===== config.mk =====
export PLATFORM = sky130hd
export DESIGN_NAME = ddr_cmd_sched
export DESIGN_NICKNAME = d
export VERILOG_FILES = /design/src/rtl/ddr_pkg.sv /design/src/rtl/ddr_ref_timer.sv /design/src/rtl/ddr_cmd_sched.sv
export SDC_FILE = /design/constraint.sdc
export NUM_CORES = 1
export LEC_CHECK = 0
export BUFFER_PORTS_ARGS = -buffer_cell sky130_fd_sc_hd__clkbuf_2
export CORE_ASPECT_RATIO = 1.5
export CORE_UTILIZATION = 48
export DETAILED_ROUTE_END_ITERATION = 8
export GPL_TIMING_DRIVEN = 0
export MAX_ROUTING_LAYER = met4
export PLACE_DENSITY_LB_ADDON = 0.12
export SETUP_SLACK_MARGIN = 0.3
export SYNTH_ARGS = -nofsm -noshare
export SYNTH_HDL_FRONTEND = slang
export SYNTH_SLANG_ARGS = --single-unit

===== constraint.sdc =====
create_clock -name CK_t -period 6.75 [get_ports CK_t]
set_input_delay 0.675 -clock CK_t [delete_from_list [all_inputs] [get_ports CK_t]]
set_output_delay 0.675 -clock CK_t [all_outputs]
set_load 0.005 [all_outputs]

===== src/rtl/ddr_pkg.sv =====
// Shared timing constants, scheduler state encoding and request record
// for the DDR4 post-init command scheduler.
package ddr_pkg;

  localparam int T_RCD        = 16;
  localparam int T_RAS        = 39;
  localparam int T_RTP        = 8;
  localparam int T_WTP        = 34;
  localparam int T_RP         = 16;
  localparam int T_RFC        = 350;
  localparam int T_REFI       = 7800;
  localparam int MAX_POSTPONE = 8;

  typedef enum logic [3:0] {
    IDLE,
    ACT,
    WAIT_RCD,
    CAS,
    WAIT_PRE,
    PRE,
    WAIT_RP,
    REF,
    WAIT_RFC
  } sched_state_t;

  typedef struct packed {
    logic [1:0]  bg;
    logic [1:0]  ba;
    logic [16:0] row;
    logic [9:0]  col;
    logic        rd;
  } ddr_req_t;

endpackage


===== src/rtl/ddr_ref_timer.sv =====
// Refresh interval counter with postponed-refresh credit, saturating at the
// ceiling, and a sticky overflow flag for ticks that arrive at the ceiling.
module ddr_ref_timer
  import ddr_pkg::*;
#(
  parameter int REFI_CYCLES = T_REFI,
  parameter int MAX_CREDIT  = MAX_POSTPONE
) (
  input  logic       clk,
  input  logic       rst,
  input  logic       run,
  input  logic       ref_issue,
  output logic [3:0] credit,
  output logic       overflow,
  output logic       ref_due,
  output logic       ref_force
);

  localparam int CW = $clog2(REFI_CYCLES);

  logic [CW-1:0] refi_cnt;
  logic          wrap;
  logic          at_max;

  assign wrap      = run && (refi_cnt == CW'(REFI_CYCLES - 1));
  assign at_max    = (credit == 4'(MAX_CREDIT));
  assign ref_due   = (credit != 4'd0);
  assign ref_force = at_max;

  always_ff @(posedge clk or posedge rst) begin
    if (rst) begin
      refi_cnt <= '0;
      credit   <= 4'd0;
      overflow <= 1'b0;
    end else begin
      if (run) refi_cnt <= wrap ? '0 : refi_cnt + CW'(1);
      if (wrap && at_max) overflow <= 1'b1;
      // A tick and an issue in the same cycle cancel out.
      if (wrap && !ref_issue && !at_max) credit <= credit + 4'd1;
      else if (ref_issue && !wrap && ref_due) credit <= credit - 4'd1;
    end
  end

endmodule


===== src/rtl/ddr_cmd_sched.sv =====
// Closed-page DDR4 command scheduler: ACT -> RD/WR -> PRE per request, with
// interleaved all-bank refresh. Define AUTO_PRECHARGE_EN for RD/WR with A10 set.
module ddr_cmd_sched
  import ddr_pkg::*;
#(
  parameter int REFI_CYCLES = T_REFI
) (
  input  logic         CK_t,
  input  logic         reset,
  input  logic         ini_done,
  input  logic         req_valid,
  output logic         req_ready,
  input  logic         req_rd,
  input  logic [1:0]   req_bg,
  input  logic [1:0]   req_ba,
  input  logic [16:0]  req_row,
  input  logic [9:0]   req_col,
  output logic         act_rdy,
  output logic         rd_rdy,
  output logic         wr_rdy,
  output logic         pre_rdy,
  output logic         ref_rdy,
  output logic         des_rdy,
  output logic [1:0]   cmd_bg,
  output logic [1:0]   cmd_ba,
  output logic [16:0]  cmd_row,
  output logic [9:0]   cmd_col,
  output logic         cmd_ap,
  output logic [3:0]   ref_credit,
  output logic         ref_overflow,
  output sched_state_t fsm_state
);

  // Request handshake: a request transfers on every rising edge where
  // req_valid and req_ready are both high; req_ready is combinational, only
  // high in IDLE with no refresh selected, and never depends on the past of
  // req_valid, so a master may hold or drop valid freely.

  sched_state_t state, state_n;
  ddr_req_t     req_q, req_n;
  logic         active_q, run;
  logic         ref_due, ref_force, ref_sel, ref_go, accept;
  logic [15:0]  act_cnt, cas_cnt, wait_cnt, t_cp;
  logic         pre_ok, rp_done, addr_vis, strobe_n;

  assign run       = active_q | ini_done;
  assign ref_sel   = ref_force | (ref_due & ~req_valid);
  assign req_ready = !reset && run && (state == IDLE) && !ref_sel;
  assign accept    = req_valid && req_ready;
  assign ref_go    = run && (state == IDLE) && ref_sel;
  assign fsm_state = state;

  assign t_cp   = req_q.rd ? 16'(T_RTP) : 16'(T_WTP);
  assign pre_ok = (act_cnt + 16'd1 >= 16'(T_RAS)) && (cas_cnt + 16'd1 >= t_cp);
`ifdef AUTO_PRECHARGE_EN
  // Implicit precharge lands where an explicit PRE would; IDLE follows T_RP later.
  assign rp_done = (act_cnt + 16'd1 >= 16'(T_RAS + T_RP)) &&
                   (cas_cnt + 16'd1 >= t_cp + 16'(T_RP));
`else
  assign rp_done = (wait_cnt == 16'(T_RP - 1));
`endif

  always_comb begin
    req_n = req_q;
    if (accept) req_n = '{bg: req_bg, ba: req_ba, row: req_row, col: req_col, rd: req_rd};
  end

  always_comb begin
    state_n = state;
    case (state)
      IDLE:     if (ref_go) state_n = REF;
                else if (accept) state_n = ACT;
      ACT:      state_n = WAIT_RCD;
      WAIT_RCD: if (act_cnt == 16'(T_RCD - 1)) state_n = CAS;
`ifdef AUTO_PRECHARGE_EN
      CAS:      state_n = WAIT_RP;
`else
      CAS:      state_n = WAIT_PRE;
`endif
      WAIT_PRE: if (pre_ok) state_n = PRE;
      PRE:      state_n = WAIT_RP;
      WAIT_RP:  if (rp_done) state_n = IDLE;
      REF:      state_n = WAIT_RFC;
      WAIT_RFC: if (wait_cnt == 16'(T_RFC - 1)) state_n = IDLE;
      default:  state_n = IDLE;
    endcase
  end

  assign addr_vis = state_n inside {ACT, WAIT_RCD, CAS, WAIT_PRE, PRE};
  assign strobe_n = state_n inside {ACT, CAS, PRE, REF};

  // Strobes and address are registered from the next state so they line up
  // with the cycle the FSM spends in the command state.
  always_ff @(posedge CK_t or posedge reset) begin
    if (reset) begin
      state    <= IDLE;
      active_q <= 1'b0;
      req_q    <= '0;
      act_cnt  <= 16'd0;
      cas_cnt  <= 16'd0;
      wait_cnt <= 16'd0;
      act_rdy  <= 1'b0;
      rd_rdy   <= 1'b0;
      wr_rdy   <= 1'b0;
      pre_rdy  <= 1'b0;
      ref_rdy  <= 1'b0;
      des_rdy  <= 1'b0;
      cmd_bg   <= 2'd0;
      cmd_ba   <= 2'd0;
      cmd_row  <= 17'd0;
      cmd_col  <= 10'd0;
    end else begin
      state    <= state_n;
      active_q <= active_q | ini_done;
      req_q    <= req_n;
      act_cnt  <= (state == ACT) ? 16'd1 : act_cnt + 16'd1;
      cas_cnt  <= (state == CAS) ? 16'd1 : cas_cnt + 16'd1;
      wait_cnt <= (state == PRE || state == REF) ? 16'd1 : wait_cnt + 16'd1;
      act_rdy  <= (state_n == ACT);
      rd_rdy   <= (state_n == CAS) && req_n.rd;
      wr_rdy   <= (state_n == CAS) && !req_n.rd;
      pre_rdy  <= (state_n == PRE);
      ref_rdy  <= (state_n == REF);
      des_rdy  <= run && !strobe_n;
      cmd_bg   <= addr_vis ? req_n.bg  : 2'd0;
      cmd_ba   <= addr_vis ? req_n.ba  : 2'd0;
      cmd_row  <= addr_vis ? req_n.row : 17'd0;
      cmd_col  <= addr_vis ? req_n.col : 10'd0;
    end
  end

`ifdef AUTO_PRECHARGE_EN
  always_ff @(posedge CK_t or posedge reset) begin
    if (reset) cmd_ap <= 1'b0;
    else       cmd_ap <= (state_n == CAS);
  end
`else
  assign cmd_ap = 1'b0;
`endif

  ddr_ref_timer #(
    .REFI_CYCLES (REFI_CYCLES),
    .MAX_CREDIT  (MAX_POSTPONE)
  ) u_ref_timer (
    .clk       (CK_t),
    .rst       (reset),
    .run       (run),
    .ref_issue (ref_go),
    .credit    (ref_credit),
    .overflow  (ref_overflow),
    .ref_due   (ref_due),
    .ref_force (ref_force)
  );

endmodule


### Yosys cells after proc, flatten, opt, wreduce, memory -nomap -nowiden

Cells that the tools add are included.

* $add $sub $neg: 6
* multipliers: 0
* divide/modulo/power cells: 0
* $lt $le $gt $ge: 2
* eq/ne operators: 19
* shifts and indexed selects: 0
* multiplexer cells: 19
* bitwise gates (word level): 4
* reductions and logical operators: 29

Operator list (count)
* adder 16 x 1 -> 16 bit (second input constant): 3
* 2-to-1 mux 16 bit: 3
* case mux 4 bit (9 select lines): 1
* equality test 16 x 4 -> 1 bit (second input constant): 2
* 2-to-1 mux 32 bit: 1
* 2-to-1 mux 4 bit: 8
* equality test 4 x 3 -> 1 bit (second input constant): 7
* 2-to-1 mux 17 bit: 1
* equality test 16 x 9 -> 1 bit (second input constant): 1
* equality test 4 x 2 -> 1 bit (second input constant): 4
* greater-or-equal comparator 16 x 6 -> 1 bit: 1
* greater-or-equal comparator 16 x 6 -> 1 bit (second input constant): 1
* logical AND 1 bit: 16
* adder 13 x 1 -> 13 bit (second input constant): 1
* equality test 13 bit (second input constant): 1
* 2-to-1 mux 13 bit: 1
* 2-to-1 mux 10 bit: 1
* equality test 4 x 1 -> 1 bit (second input constant): 2
* equality test 4 bit (second input constant): 2
* nonzero test 4 bit: 2
* logical NOT 1 bit: 7
* 2-to-1 mux 6 bit: 1
* nonzero test 5 bit: 1
* adder 4 x 1 -> 4 bit (second input constant): 1
* other kinds (8): 10

* register bits: 140
* latch bits: 0
* bits in writable memories: 0
* memory bits (read-only): 0
* logic and storage cells: 102
* memories: 0

### Logic depth before layout (Yosys ltp)

* depth after elaboration: 13
* gate-level depth with buffers: 11

### Hierarchy

From an unflattened synthesis, not the netlist that was laid out.

* cell total of the unflattened synthesis: 594
* area, all modules: 6587.6 µm²

By module, submodules not included
* ddr_cmd_sched: times used 1, cells each 484, area an instance 5489.0 µm²
* ddr_ref_timer: times used 1, cells each 110, area an instance 1098.6 µm²

### Worst setup path before layout

No wires, ideal clock.

* path type: register to register
* start point: register cas_cnt[2]
* end point: register state[0], in the netlist fsm_state[0]
* arrival time: 2673 ps
* data required time: 6626 ps
* slack: 3953 ps
* stages on the path, launching flop included: 10
* period minus slack after synthesis: 2797 ps
* cell sequence: dfrtp_1 -> nand4_2 -> nor2_1 -> xor2_1 -> ha_1 -> and4_1 -> a31o_2 -> a221o_1 -> or4_4 -> a211o_1

* cells in the longest elaborated chain, start to end: 5

Ends and longest elaborated chain
* from (decl): line ddr_cmd_sched.sv:43 `logic [15:0] act_cnt, cas_cnt, wait_cnt, t_cp;`
* from (signal assigned): line ddr_cmd_sched.sv:117 `cas_cnt <= (state == CAS) ? 16'd1 : cas_cnt + 16'd1;`
* adder 16 x 1 -> 16 bit: line ddr_cmd_sched.sv:54 `assign pre_ok = (act_cnt + 16'd1 >= 16'(T_RAS)) && (cas_cnt + 16'd1 >= t_cp);`
* greater-or-equal comparator 16 x 6 -> 1 bit: line ddr_cmd_sched.sv:54
* logical AND 1 bit: line ddr_cmd_sched.sv:54
* 2-to-1 mux 4 bit: line ddr_cmd_sched.sv:80 `WAIT_PRE: if (pre_ok) state_n = PRE;`
* case mux 4 bit (9 select lines): line ddr_cmd_sched.sv:70 `case (state)`
* net state_n[0]: line ddr_cmd_sched.sv:39 `sched_state_t state, state_n;`
* to (signal assigned): line ddr_cmd_sched.sv:113 `state <= state_n;`
* to (decl): line ddr_cmd_sched.sv:39

The timed path passes the listed nets, and every way through them passes these cells.
A chain may end at the register's enable or synchronous reset.

### Final worst setup path

* start point: register state[3], in the netlist fsm_state[3]
* end point: register u_ref_timer.credit[3]

* cells in the longest elaborated chain, start to end: 7
* elaborated cells between the ends (all ways): 10

Ends and longest elaborated chain
* logical NOT 4 bit *: line ddr_cmd_sched.sv:50 `assign ref_go = run && (state == IDLE) && ref_sel;`
* logical AND 1 bit * (2 in series): line ddr_cmd_sched.sv:50
* logical NOT 1 bit: line ddr_ref_timer.sv:39 `if (wrap && !ref_issue && !at_max) credit <= credit + 4'd1;`
* logical AND 1 bit (2 in series): line ddr_ref_timer.sv:39
* 2-to-1 mux 4 bit or nonzero test 2 bit (tied branches)
* to (signal assigned): line ddr_ref_timer.sv:39
* to (signal assigned): line ddr_ref_timer.sv:40 `else if (ref_issue && !wrap && ref_due) credit <= credit - 4'd1;`
* to (decl): line ddr_ref_timer.sv:13 `output logic [3:0] credit,`

Mark *: on every way between the ends. The rest lies on a longest branch, timed or not.

==> key figures <==
Global routing
  • Initial antenna violation count: 0
  • Vias in the first global route: between 4000 and 5000
  • Grt ovf: 0
  • GRT Util Overall: 0.214
  • Pin count of the biggest net entering global routing: 98
  • Global-route wire length before repair: approximately 22 mm

STA
  • Skew final: approximately 0.010 ns
  • RSZ-0062 raised after global routing: no
  • Achievable Freq: about 0.31 GHz
  • Hold Vio Cnt, Final: 0
  • Worst-Margin Slew: 0.848 ns
  • Minimum clock period: 3.22 ns
  • Final setup vio count: 0
  • Setup TNS: 0 ns
  • Max Slew Vio Count: 0
  • Period utilization: 0.476
  • Rel. slew slack: 0.430

Floorplan
  • Chip height: approximately 140 um
  • Site Rows: 51
  • Core area: around 13000 um^2
  • Ports: between 80 and 90
  • Die Width: 96.5 um
  • Starting density of the core: 0.494
  • Full die area: around 14000 um^2

Setup path
  • CP Cell Sequence: clkbuf_1 > or4_4 > nor4_2 > nor2_1 > nand2_1 > ha_1 > a21o_1 > a21o_1 > nor4bb_1 > o21ai_0 > o31a_1
  • Required time of the critical path: approximately 7.1 ns
  • Crit path launch: fsm_state[3]
  • FF-to-FF Start: fsm_state[3]
  • Critical path depth: 11
  • Worst path most repeated cell: a21o_1
  • Worst Path Arrival: roughly 3.6 ns
  • FF-to-FF End: u_ref_timer.credit[3]
  • CP endpoint: u_ref_timer.credit[3]
  • Critical Path End Type: register
  • Crit-path leading delay family: simple AND/OR/NAND/NOR gates
  • R2r setup slk: roughly 3.5 ns
  • Worst Setup Start Kind: register
  • Critical path class: register to register
  • CP Buf/Inv Count: 1
  • CP max stage cell: nor4_2
  • Crit Path Max Fanout: 9
  • Delay of the slowest critical-path stage: 0.57 ns
  • Worst r2r path cells: 11

Clocking
  • Clock latency on the worst-skew pair: just over 0.4 ns
  • H-tree Lvls: 4
  • Post-CTS Setup Bufs: 0
  • CTS Buffer Depth: 2
  • Num Clock Sinks: between 100 and 150
  • Root buffer cell: clkbuf_16
  • Clk slew on worst S/H paths: about 0.070 ns
  • TritonCTS clock tree: built
  • CTS buffer count: 17
  • Cts repair resizes: 0
  • Hold buffer count at CTS: 0

Synthesis
  • #FFs+latches synth: 140
  • Syn. warnings: 0
  • Syn Inst Count: 587
  • Area of the mapped netlist: ~6400 um^2
  • Netlist cell types: 61
  • Top FF cell, synth: dfrtp_1
  • Synth Area per Inst: around 11 um^2
  • Post-synthesis sequential area ratio: 0.545
  • Mapped Nets: approximately 640
  • Share of the synthesized area in the top cell type: 0.545
  • Top cells by area, synth: dfrtp_1, mux2_2, nor2_1
  • Post-synth EDFFs: 0
  • Ys async rst share: 1.00
  • Cell taking the most area after synthesis: dfrtp_1

Worst hold path
  • Hold Crit Class: input port to asynchronous set/reset pin

Run
  • Max cap viols: 0

Cells and area
  • ANT cells: 0
  • Layout cell share with drive strength beyond 1: 0.246
  • Finished Core Util: 0.588
  • Area delta synth->final: 19.1%
  • Commonest cells after routing, fill and taps aside: dfrtp_1, clkbuf_2, nor2_1, nand2_1, nor2b_1
  • Most common cell after layout, fill and taps aside: dfrtp_1
  • Fin area: between 7000 and 8000 um^2
  • Nets: 737

Placed design
  • Placed cell area: 7070 um^2
  • GP Congestion: around 0.83
  • Hpwl dp: about 9.3 mm
  • IO buf count: roughly 80

Routing
  • Routed Antenna Nets: 0
  • Iter 0 DRT Violations: roughly 170
  • DR pass1 iterations: 4
  • WL final: 13.1 mm
  • Vias/cell: about 5.3
  • DRC viols: 0
  • Routed len/inst: roughly 15 um
  • Via count: 4582

Power and ir drop
  • Pleak: 3.66 nW
  • PD cells: about 250 nW/um^2
  • Peak supply drop: between 0.15 and 0.2 mV

Outcome
  • Status: complete, no violations
## synthesized netlist by cell type, drive strengths merged, types with 11 or more instances
cell,count
nand2,38
inv,15
nor4,16
mux2,33
xnor2,28
nand3,18
a21oi,11
nor3,12
dfrtp,140
nor2b,36
nor2,66
o21ai,12
ha,11
xor2,27
nand4,19
clkbuf,18
## metal layers
metal	routed length, um	GRT usage	part of all wire	vias to the layer above
li1	-	-	-	2228
met1	5650	0.263	0.43	2230
met3	526	0.0439	0.040	18
met4	205	0.0797	0.016	0
met5	0	-	0	-
met2	6740	0.347	0.51	106
## through the flow
step	hold WS (ns)	total power (W)	setup slack, ns	std cells
3_3_place_gp	0.460	0.000979	0.781	828
2_1_floorplan	0.447	0.000954	2.32	587
5_1_grt	0.322	0.00196	3.29	861
6_report	0.296	0.00189	3.53	861
4_1_cts	0.293	0.00191	3.50	861
3_5_place_dp	0.470	0.000986	3.51	829
## registers in the layout (all words and copies together), names as in the netlist, 10 cells and up
register	count
u_ref_timer.refi_cnt	13
cmd_col	10
act_cnt	16
req_q	32
cas_cnt	16
wait_cnt	16
cmd_row	17
## where the power goes
part | switching [W] | internal, W
clock | 0.000390 | 0.000531
sequential | 0.0000233 | 0.000862
combinational | 0.0000470 | 0.0000370
total | 0.000460 | 0.00143
## cell type report
class | count | area [um^2]
buffer | 26 | 118
fill | 1141 | 5360
clock buffer | 18 | 439
timing repair buffer | 83 | 438
clock inverter | 14 | 148
inverter | 15 | 61.3
sequential | 140 | 3500
tap | 159 | 199
multi-input combinational | 406 | 2750
## worst register-to-register path: stages (launching register included)
cell,delay [ns]
dfrtp_1,0.40
clkbuf_1,0.21
or4_4,0.55
nor4_2,0.57
nor2_1,0.17
nand2_1,0.18
ha_1,0.25
a21o_1,0.17
a21o_1,0.19
nor4bb_1,0.14
o21ai_0,0.17
o31a_1,0.15
## logic make-up (layout without fill, tap and decap cells)
| kind of cell | count (synthesis) | in the layout | share of synthesized area |
|---|---|---|---|
| flip-flops | 140 | 140 | 0.545 |
| AO/OA/AOI/OAI | 53 | 53 | 0.0568 |
| adder cells (fa/ha/maj) | 12 | 12 | 0.0245 |
| XOR/XNOR | 55 | 55 | 0.0749 |
| other | 1 | 1 | 0.000583 |
| AND/OR/NAND/NOR | 249 | 249 | 0.208 |
| buffers and inverters | 41 | 156 | 0.0271 |
| multiplexers | 36 | 36 | 0.0631 |
## how the worst min path moves through the flow
stage,endpoint,slack (ns),depth (start not counted)
finish,u_ref_timer.refi_cnt[8],0.30,2
global route,u_ref_timer.refi_cnt[7],0.32,2
CTS,u_ref_timer.refi_cnt[7],0.29,2
detailed placement,u_ref_timer.overflow,0.47,1
global placement,req_q[9],0.46,2
floorplan,req_q[9],0.45,2
No activity file was read; power rests on OpenSTA's default activity.
